==> config.mk <==
export PLATFORM = sky130hd
export DESIGN_NAME = ex_mem_latch
export DESIGN_NICKNAME = d
export VERILOG_FILES = /design/src/rtl/ex_mem_latch.sv
export SDC_FILE = /design/constraint.sdc
export NUM_CORES = 1
export LEC_CHECK = 0
export CORE_AREA = 2 2 146 148
export DETAILED_ROUTE_END_ITERATION = 6
export DIE_AREA = 0 0 148 150
export GPL_ROUTABILITY_DRIVEN = 0
export GPL_TIMING_DRIVEN = 0
export PLACE_DENSITY = 0.73
export SETUP_SLACK_MARGIN = 0.4
export SYNTH_ARGS = -nofsm -noshare
export SYNTH_HDL_FRONTEND = slang
export SYNTH_SLANG_ARGS = --single-unit
==> constraint.sdc <==
create_clock -name CLK -period 2.5 [get_ports CLK]
set_input_delay 0.5 -clock CLK [delete_from_list [all_inputs] [get_ports CLK]]
set_output_delay 0.5 -clock CLK [all_outputs]
set_load 0.05 [all_outputs]
==> src/rtl/ex_mem_latch.sv <==
// ex_mem_latch -- execute-to-memory pipeline register with data-memory handshake.
//
// Purpose:
//   Captures execute-stage results into MEM-stage registers. It also owns the
//   data-memory request: a captured load or store keeps dmemREN/dmemWEN high
//   until dhit. While that request is outstanding, upstream is stalled.
//
// Ports:
//   CLK, RST              clock, synchronous active-high reset
//   stall_in, flush       hold-off from downstream/hazard unit; bubble insert
//   *_ex                  execute-stage values to capture
//   dhit, dmemload        data-memory acknowledge and read data
//   dmemREN, dmemWEN      data-memory requests (only while REQ)
//   dmemaddr, dmemstore   address (= ALUOut_me) and latched store data
//   *_me                  MEM-stage copies for forwarding and MEM/WB latch
//   mem_busy              request outstanding; upstream must hold
//
// state | meaning
// IDLE  | no memory op in this entry; free to capture
// REQ   | load/store outstanding; requests driven, capture blocked
// DONE  | memory op acknowledged; free to capture
module ex_mem_latch #(
  parameter int WORD_W = 32,
  parameter int REG_W  = 5
) (
  input  logic              CLK,
  input  logic              RST,
  input  logic              stall_in,
  input  logic              flush,
  input  logic [WORD_W-1:0] ALUOut_ex,
  input  logic [WORD_W-1:0] lui_ex,
  input  logic [WORD_W-1:0] npc_ex,
  input  logic [WORD_W-1:0] store_ex,
  input  logic [REG_W-1:0]  regDst_ex,
  input  logic              regWr_ex,
  input  logic [1:0]        regSel_ex,
  input  logic              dREN_ex,
  input  logic              dWEN_ex,
  input  logic              halt_ex,
  input  logic              dhit,
  input  logic [WORD_W-1:0] dmemload,
  output logic              dmemREN,
  output logic              dmemWEN,
  output logic [WORD_W-1:0] dmemaddr,
  output logic [WORD_W-1:0] dmemstore,
  output logic [WORD_W-1:0] ALUOut_me,
  output logic [WORD_W-1:0] lui_me,
  output logic [WORD_W-1:0] npc_me,
  output logic [WORD_W-1:0] dmemload_me,
  output logic [REG_W-1:0]  regDst_me,
  output logic              regWr_me,
  output logic [1:0]        regSel_me,
  output logic              halt_me,
  output logic              mem_busy
);

  localparam logic [1:0] IDLE = 2'd0;
  localparam logic [1:0] REQ  = 2'd1;
  localparam logic [1:0] DONE = 2'd2;

  logic [1:0]        state;
  logic [WORD_W-1:0] aluOutQ, luiQ, npcQ, storeQ, loadQ;
  logic [REG_W-1:0]  regDstQ;
  logic              regWrQ, dRenQ, dWenQ, haltQ;
  logic [1:0]        regSelQ;
  logic              adv;
  logic              isMemOp;

  assign mem_busy = (state == REQ);
  assign adv      = ~mem_busy & ~stall_in;
  assign isMemOp  = dREN_ex | dWEN_ex;

  always_ff @(posedge CLK) begin
    if (RST) begin
      state   <= IDLE;
      aluOutQ <= '0;
      luiQ    <= '0;
      npcQ    <= '0;
      storeQ  <= '0;
      loadQ   <= '0;
      regDstQ <= '0;
      regWrQ  <= 1'b0;
      regSelQ <= 2'b00;
      dRenQ   <= 1'b0;
      dWenQ   <= 1'b0;
      haltQ   <= 1'b0;
    end else if (state == REQ) begin
      // flush arriving with dhit is left for the next capture edge
      if (dhit) begin
        if (dRenQ) loadQ <= dmemload;
        state <= DONE;
      end
    end else if (adv) begin
      if (flush) begin
        state   <= IDLE;
        aluOutQ <= '0;
        luiQ    <= '0;
        npcQ    <= '0;
        storeQ  <= '0;
        regDstQ <= '0;
        regWrQ  <= 1'b0;
        regSelQ <= 2'b00;
        dRenQ   <= 1'b0;
        dWenQ   <= 1'b0;
        haltQ   <= 1'b0;
      end else begin
        state   <= isMemOp ? REQ : IDLE;
        aluOutQ <= ALUOut_ex;
        luiQ    <= lui_ex;
        npcQ    <= npc_ex;
        storeQ  <= store_ex;
        regDstQ <= regDst_ex;
        regWrQ  <= regWr_ex;
        regSelQ <= regSel_ex;
        // both set is illegal; it is resolved as a store
        dRenQ   <= dREN_ex & ~dWEN_ex;
        dWenQ   <= dWEN_ex;
        haltQ   <= halt_ex;
      end
    end
  end

  assign dmemREN     = mem_busy & dRenQ;
  assign dmemWEN     = mem_busy & dWenQ;
  assign dmemaddr    = aluOutQ;
  assign dmemstore   = storeQ;
  assign ALUOut_me   = aluOutQ;
  assign lui_me      = luiQ;
  assign npc_me      = npcQ;
  assign dmemload_me = loadQ;
  assign regDst_me   = regDstQ;
  assign regWr_me    = regWrQ;
  assign regSel_me   = regSelQ;
  assign halt_me     = haltQ;

endmodule
* Yosys cells after proc, flatten, opt, wreduce, memory -nomap -nowiden
Index checks and enable logic that the tools add are counted.
** Word-level totals
- Bits in registers :: 173
- Word-level logic and storage cells :: 41
** Operators by class
- Equality and inequality tests :: 2
- Multiplexer cells :: 15
- Bitwise operators :: 8
- Reduce and logical (&&, ||, !) cells :: 4
** Operators by type and width (number)
- 2-to-1 mux 32 bit :: 4
- 2-to-1 mux 2 bit :: 4
- 2-to-1 mux 1 bit :: 6
- 2-to-1 mux 5 bit :: 1
- bitwise AND 1 bit :: 4
- AND reduction 2 bit :: 2
- NOT 1 bit :: 3
- AND reduction 3 bit :: 1
- == test 2 x 1 -> 1 bit, second input constant :: 1
- inequality test 2 bit, second input constant :: 1
- nonzero test 2 bit :: 1
- OR 1 bit :: 1

* Logic depth before layout (Yosys ltp)
Gate-level depths: netlist of the first run.
- Depth after elaboration :: 5
- Depth in mapped cells :: 7
- Depth with buffers taken out :: 4

* Least setup slack after synthesis of the first run
Ideal clock, no wire load.
- Path kind :: register -> output
- From :: reg state[1]
- To :: out dmemREN
- Data arrival time :: 1406 ps
- Setup slack :: 594 ps
- Cell stages (with the launch flop) :: 7
- Path through :: dfxtp_1 -> nand2b_1 -> buf_6 -> inv_4 -> buf_6 -> buf_6 -> and2_1
** On the way
- Word-level cells in the longest chain between the ends :: 2
** Ends and longest elaborated chain
- start: declaration :: RTL line 61 : logic [1:0] state;
- start signal: assignment :: RTL line 107 : state <= isMemOp ? REQ : IDLE;
- == test 2 x 1 -> 1 bit :: RTL line 69 : assign mem_busy = (state == REQ);
- net mem_busy :: RTL line 54 : output logic mem_busy
- bitwise AND 1 bit :: RTL line 123 : assign dmemREN = mem_busy & dRenQ;
- end: declaration :: RTL line 42 : output logic dmemREN,
The timed path passes the listed nets, and every way through them passes these cells.

* Worst setup path after layout of the first run
- From :: reg npcQ[28], in the netlist npc_me[28]
- To :: out npc_me[28]
** RTL lines
- start: declaration :: RTL line 62 : logic [WORD_W-1:0] aluOutQ, luiQ, npcQ, storeQ, loadQ;
- start signal: assignment :: RTL line 110 : npcQ <= npc_ex;
- end: declaration :: RTL line 48 : output logic [WORD_W-1:0] npc_me,
No word-level cell between the ends.

==> flow_summary.toml, run 1 <==
[status]
outcome = "finished clean"

[timing]
period_share = 0.828
min_period_ns = 2.07
hold_violations = 0
setup_viol = 0
worstMarginPinSlew_ns = 0.811
grt_setup_unrepaired = "true"
finClkSkew_ns = 0.0136
max_freq_mhz = 483
slew_viol_final = 0
setup-tns-final_ns = 0
max-slew-margin-rel = 0.459

[global_routing]
grt_max_degree = 17
grt_overflow = 0
antenna_found_initial = 0
first_global_vias = 7536
grt_pass1_wl_um = 43000
track_usage = 0.248

[power]
fin_total_pwr_mw = 7.07
seq_power_share = 0.411
power_frac_comb = 0.201
p_leak_nw = 6.24
power_density_mw_per_mm2 = 577
p_sw_frac = 0.299
power_switching_mw = 2.11
internal-power_mw = 4.96
pwr-share-clk = 0.388
peakVddDrop_mv = 0.435

[cts]
cts.sinks = 173
clock-root-buffer = "clkbuf_16"
cts_tree = "done"
clk_latency_ns = 0.43
clock_path_buffers = 2
htreeDepth = 4
cts-buffers-inserted = 17
clk_pin_slew_ns = 0.07

[synthesis]
synth_commonest_cells = "dfxtp_1, a21oi_1, nand4b_1, o21ai_0, nand2_1"
syn-num-nets = 1012
yosysWarnings = 0
ys_types = 22
synth-main-ff-cell = "dfxtp_1"
synth_area_per_cell_um2 = 8.75
syn-instance-count = 836
yosys.area.top_type = "dfxtp_1"
yosysMostFrequentCell = "dfxtp_1"
synthTopCellsByArea = "dfxtp_1, nand4b_1, a21oi_1"
syn_area_mm2 = 0.00731
synth-seq-cells = 173
synth-edff-count = 0
synth_top_area_share = 0.474
yosysSeqAreaShare = 0.474
synthArstFlopShare = 0

[setup_path]
slowest_stage = "clkdlybuf4s50_1"
worst-path-buf-inv = 1
crit_family = "buffers and inverters"
end_kind = "output pin"
crit_type = "reg2out"
crit_chain = "clkdlybuf4s50_1"
cp-start-kind = "flip-flop"
critPathArrivalTime_ns = 1.57
path_max_fanout = 2
crit_path_max_incr_delay_ns = 0.81
crit_required_ns = 2.00

[placed_design]
dp_hpwl_um = 21400
place_inst = 1487
numPortBuffers = 376

[min_path]
hold_path_class = "reg2reg"

[routing]
drc = 0
vias = 8026
detail_route.wirelength_um = 29200
drtIter0Drc = 373
final_antenna_net_count = 0
vias_per_cell = 5.26
wl_per_cell_um = 19.1
dr.pass1.iters = 5

[floorplan]
core_area_mm2 = 0.0207
num_rows = 53
fp.dieW_um = 148
initial_core_util = 0.353
fp.dieH_um = 150
dieArea_mm2 = 0.0222
io_pins = 380

[flow_run]
maxCapViolations = 0

[layout]
fin_nets = 1415
syn_to_final_growth_pct = 67.6
antenna_cells = 0
num-fill-cells = 1868
drive_above_1_share = 0.0990
layout.cells.non_filler = 1527
[per-stage QoR]
stage / area, µm² / setup WS (ns) / util / hold WS, ns
floorplan: 7310 / 0.594 / - / 0.445
global placement: 11400 / -0.141 / 0.552 / 0.441
detailed placement: 11400 / -0.136 / 0.552 / 0.445
CTS: 12000 / 0.399 / 0.578 / 0.455
global route: 12300 / 0.400 / 0.592 / 0.470
finish: 12300 / 0.429 / 0.592 / 0.450
[layer usage]
metal | global-route usage | vias to the layer above | part of all wire
li1 | - | 3813 | -
met4 | 0.0948 | 0 | 0.024
met2 | 0.416 | 346 | 0.49
met3 | 0.0811 | 47 | 0.086
met5 | 0 | - | 0
met1 | 0.297 | 3820 | 0.40
[layout by cell type (no fill, tap or decap)]
cell type,count
dlygate4sd2_1,87
dlymetal6s2s_1,99
nor3b_1,1
nor2_1,2
buf_2,27
buf_1,1
clkinv_2,2
bufinv_16,2
inv_8,2
inv_6,5
a22oi_1,1
and4b_1,1
inv_2,1
nand2_1,64
clkbuf_16,17
nand4b_1,139
clkbuf_8,1
a21oi_1,171
clkdlybuf4s50_1,187
a221oi_2,1
buf_4,49
nand2b_4,1
clkbuf_1,61
inv_1,1
dfxtp_1,171
buf_8,4
buf_6,5
o21ai_0,133
o21ai_1,8
dfxtp_2,2
and2_4,2
clkinv_4,2
inv_12,1
nand3_1,1
[power by group through the flow]
stage | registers (mW) | clock network, mW | logic (mW)
floorplan | 3.28 | 0 | 0.473
global placement | 2.97 | 0 | 1.43
detailed placement | 2.97 | 0 | 1.44
CTS | 2.91 | 2.79 | 1.42
global route | 2.91 | 2.91 | 1.49
finish | 2.90 | 2.74 | 1.42
[layout make-up]
class / count / area [µm²] / share of cell area
inverter: 3 / 23.8 / 0.00194
tap: 275 / 344 / 0.0281
timing repair buffer: 384 / 3970 / 0.324
sequential: 173 / 3470 / 0.283
buffer: 135 / 753 / 0.0615
clock inverter: 13 / 154 / 0.0126
clock buffer: 19 / 443 / 0.0361
multi-input combinational: 525 / 3100 / 0.253
[state kept, by name, indices dropped and copies added, names as in the netlist]
register / count
halt_me: 1
dRenQ: 1
regDst_me: 5
dmemload_me: 32
lui_me: 32
state: 2
ALUOut_me: 32
regWr_me: 1
dWenQ: 1
regSel_me: 2
npc_me: 32
dmemstore: 32
[path summary, 6_finish.rpt]
kind              startpoint         endpoint  slack [ns]  cells past startpoint
min          dmemload_me[28]  dmemload_me[28]        0.45                      2
max               npc_me[28]       npc_me[28]        0.43                      1
max reg2reg         state[1]    dmemstore[25]        0.84                      8
min reg2reg  dmemload_me[28]  dmemload_me[28]        0.45                      2
[cell families after synthesis]
group / count (synthesis) / synth area share
DFF: 173 / 0.474
and+or+nand+nor: 211 / 0.206
AOI/OAI and AO/OA: 314 / 0.217
buffers and inverters: 138 / 0.104
[timing repair]
action                     CTS  global route
gates resized for setup    113           104
buffers inserted             5             3
setup endpoints to repair   90           102
hold buffers                 0             0
pin swaps                    0             1
Note: power is estimated with default switching activity, not from simulation.
==> run 2: changes to the inputs <==
--- a/config.mk
+++ b/config.mk
@@ -5,12 +5,12 @@
 export SDC_FILE = /design/constraint.sdc
 export NUM_CORES = 1
 export LEC_CHECK = 0
-export CORE_AREA = 2 2 146 148
+export CORE_MARGIN = 2
+export CORE_UTILIZATION = 36
 export DETAILED_ROUTE_END_ITERATION = 6
-export DIE_AREA = 0 0 148 150
 export GPL_ROUTABILITY_DRIVEN = 0
 export GPL_TIMING_DRIVEN = 0
-export PLACE_DENSITY = 0.73
+export PLACE_DENSITY = 0.77
 export SETUP_SLACK_MARGIN = 0.4
 export SYNTH_ARGS = -nofsm -noshare
 export SYNTH_HDL_FRONTEND = slang
==> constraint.sdc (replaced) <==
create_clock -name CLK -period 1.7 [get_ports CLK]
set_input_delay 0.34 -clock CLK [delete_from_list [all_inputs] [get_ports CLK]]
set_output_delay 0.34 -clock CLK [all_outputs]
set_load 0.05 [all_outputs]
==> run 2 against run 1 <==
The run now ends with negative setup slack left. Worst hold slack got worse by 0.13 ns. Clock skew decreased by 0.00066 ns. Combinational power grew 77%. Critical path depth up 6. Design area grew 14%. First-iteration DRC count increased by 17%. Via count up 6.4%. Critical path type unchanged.
==> flow_summary.toml, run 2 (synthesis results as in run 1) <==
[global_routing]
track_usage = 0.259
grt_pass1_wl_um = 43800
grt_overflow = 0
grt_max_degree = 17
first_global_vias = 7863
antenna_found_initial = 1

[layout]
utilization = 0.696
mostFrequentLayoutCells = "buf_6, clkdlybuf4s50_1, nand4b_1"
syn_to_final_growth_pct = 91.3
drive_above_1_share = 0.473
fin_area_mm2 = 0.0140
layout_commonest_cell = "buf_6"
fin_nets = 1445
num-fill-cells = 1477

[setup_path]
r2r_setup_slack_ns = 0.02
crit_required_ns = 1.36
crit-reg2reg-launch = "state[1]"
worst-path-buf-inv = 5
end_kind = "output pin"
crit_path_max_incr_delay_ns = 0.32
crit_type = "reg2out"
ff2ff_path_depth = 10
reg2reg_to = "npc_me[0]"
crit_chain = "nand2b_4, buf_8, inv_12, buf_8, buf_12, and2_4, buf_8"
crit_family = "buffers and inverters"
timing.critical_path.mode_cell = "buf_8"
critPathArrivalTime_ns = 1.53
slowest_stage = "dfxtp_2"
cp-start-kind = "flip-flop"
path_max_fanout = 4

[power]
peakVddDrop_mv = 0.710
power_frac_comb = 0.228
p_leak_nw = 5.29
power_density_mw_per_mm2 = 791
pwr-share-clk = 0.381
p_sw_frac = 0.298
power_switching_mw = 3.30
seq_power_share = 0.391
internal-power_mw = 7.76

[status]
outcome = "finished, violations left"
violations = "negative setup slack"

[cts]
cts.sinks = 173
cts_tree = "done"
htreeDepth = 4
clk_pin_slew_ns = 0.07
clock_path_buffers = 2
cts-buffers-inserted = 17
clk_latency_ns = 0.43
clock-root-buffer = "clkbuf_16"

[routing]
vias_per_cell = 5.50
wl_per_cell_um = 21.1
drtIter0Drc = 436
drc = 0
detail_route.wirelength_um = 32800
vias = 8542
final_antenna_net_count = 0
dr.pass1.iters = 5

[timing]
hold_violations = 0
setup_slack_ns = -0.172
slew_viol_final = 0
setup_viol = 3
max_freq_mhz = 534
grt_setup_unrepaired = "true"
max-slew-margin-rel = 0.442
worstMarginPinSlew_ns = 0.837
finClkSkew_ns = 0.0129
min_period_ns = 1.87
period_share = 1.10

[floorplan]
fp.dieW_um = 147
num_rows = 52
initial_core_util = 0.364
fp.dieH_um = 147
dieArea_mm2 = 0.0215
io_pins = 380
core_area_mm2 = 0.0201

[min_path]
hold_path_depth = 2
hold_path_class = "in2reg"
hold_end = "state[0]"
min_from = "dhit"

[placed_design]
postPlaceCellArea_mm2 = 0.0114
dp_hpwl_um = 20800
numPortBuffers = 376

[flow_run]
maxCapViolations = 0
## run 2: cell count changes in the layout (fill, tap and decap cells not counted), sizes merged, moves of 3 or more
cell           delta
buf             +227
clkdlybuf4s50    -16
clkbuf            +3
dlymetal6s2s     -98
dlygate4sd2      -87
## run 2: layout make-up
| class | count | area [µm²] | share of cell area |
|---|---|---|---|
| clock inverter | 13 | 178 | 0.0127 |
| sequential | 173 | 3660 | 0.262 |
| clock buffer | 19 | 443 | 0.0317 |
| tap | 270 | 338 | 0.0241 |
| antenna | 1 | 2.50 | 0.000179 |
| timing repair buffer | 414 | 4740 | 0.339 |
| inverter | 3 | 23.8 | 0.00170 |
| buffer | 135 | 1030 | 0.0739 |
| multi-input combinational | 525 | 3570 | 0.255 |
## run 2: power by group through the flow
stage | clock network (mW) | logic [mW] | registers (mW)
after global routing | 4.42 | 2.62 | 4.34
after CTS | 4.24 | 2.19 | 4.30
final | 4.21 | 2.52 | 4.33
after floorplan | 0 | 0.703 | 4.82
after global placement | 0 | 2.12 | 4.36
after detailed placement | 0 | 2.13 | 4.36
## run 2: worst max path at each step
stage             start  endpoint  slack, ns  cells after the start
2_1_floorplan  state[1]   dmemREN       0.22                      6
3_3_place_gp   state[0]   dmemREN      -0.63                      7
3_5_place_dp   state[0]   dmemREN      -0.63                      7
4_1_cts        state[1]   dmemWEN      -0.19                      7
5_1_grt        state[1]   dmemWEN      -0.21                      7
6_report       state[1]   dmemWEN      -0.17                      7
## run 2: layer usage
metal	part of all wire	up-vias	track usage	routed length (µm)
li1	-	3894	-	-
met2	0.51	418	0.454	16800
met3	0.080	84	0.0778	2610
met4	0.039	0	0.101	1270
met1	0.37	4146	0.296	12100
met5	0	-	0	0
## run 2: timing repair
item	4_1_cts	5_1_grt
gates cloned	0	14
setup buffers	6	18
pin swaps	0	202
hold buffers	0	0
setup endpoints to repair	371	334
gates resized for setup	1128	782
## run 2: metrics by stage
stage          std cells  setup WS [ns]  setup TNS, ns  power [mW]  hold WS [ns]
3_3_place_gp        1482         -0.628          -9.33        6.48         0.441
4_1_cts             1520         -0.191         -0.553        10.7         0.424
6_report            1553         -0.172         -0.498        11.1         0.325
5_1_grt             1553         -0.210         -0.655        11.4         0.312
2_1_floorplan        836          0.222              0        5.52         0.429
3_5_place_dp        1482         -0.627          -9.91        6.49         0.446
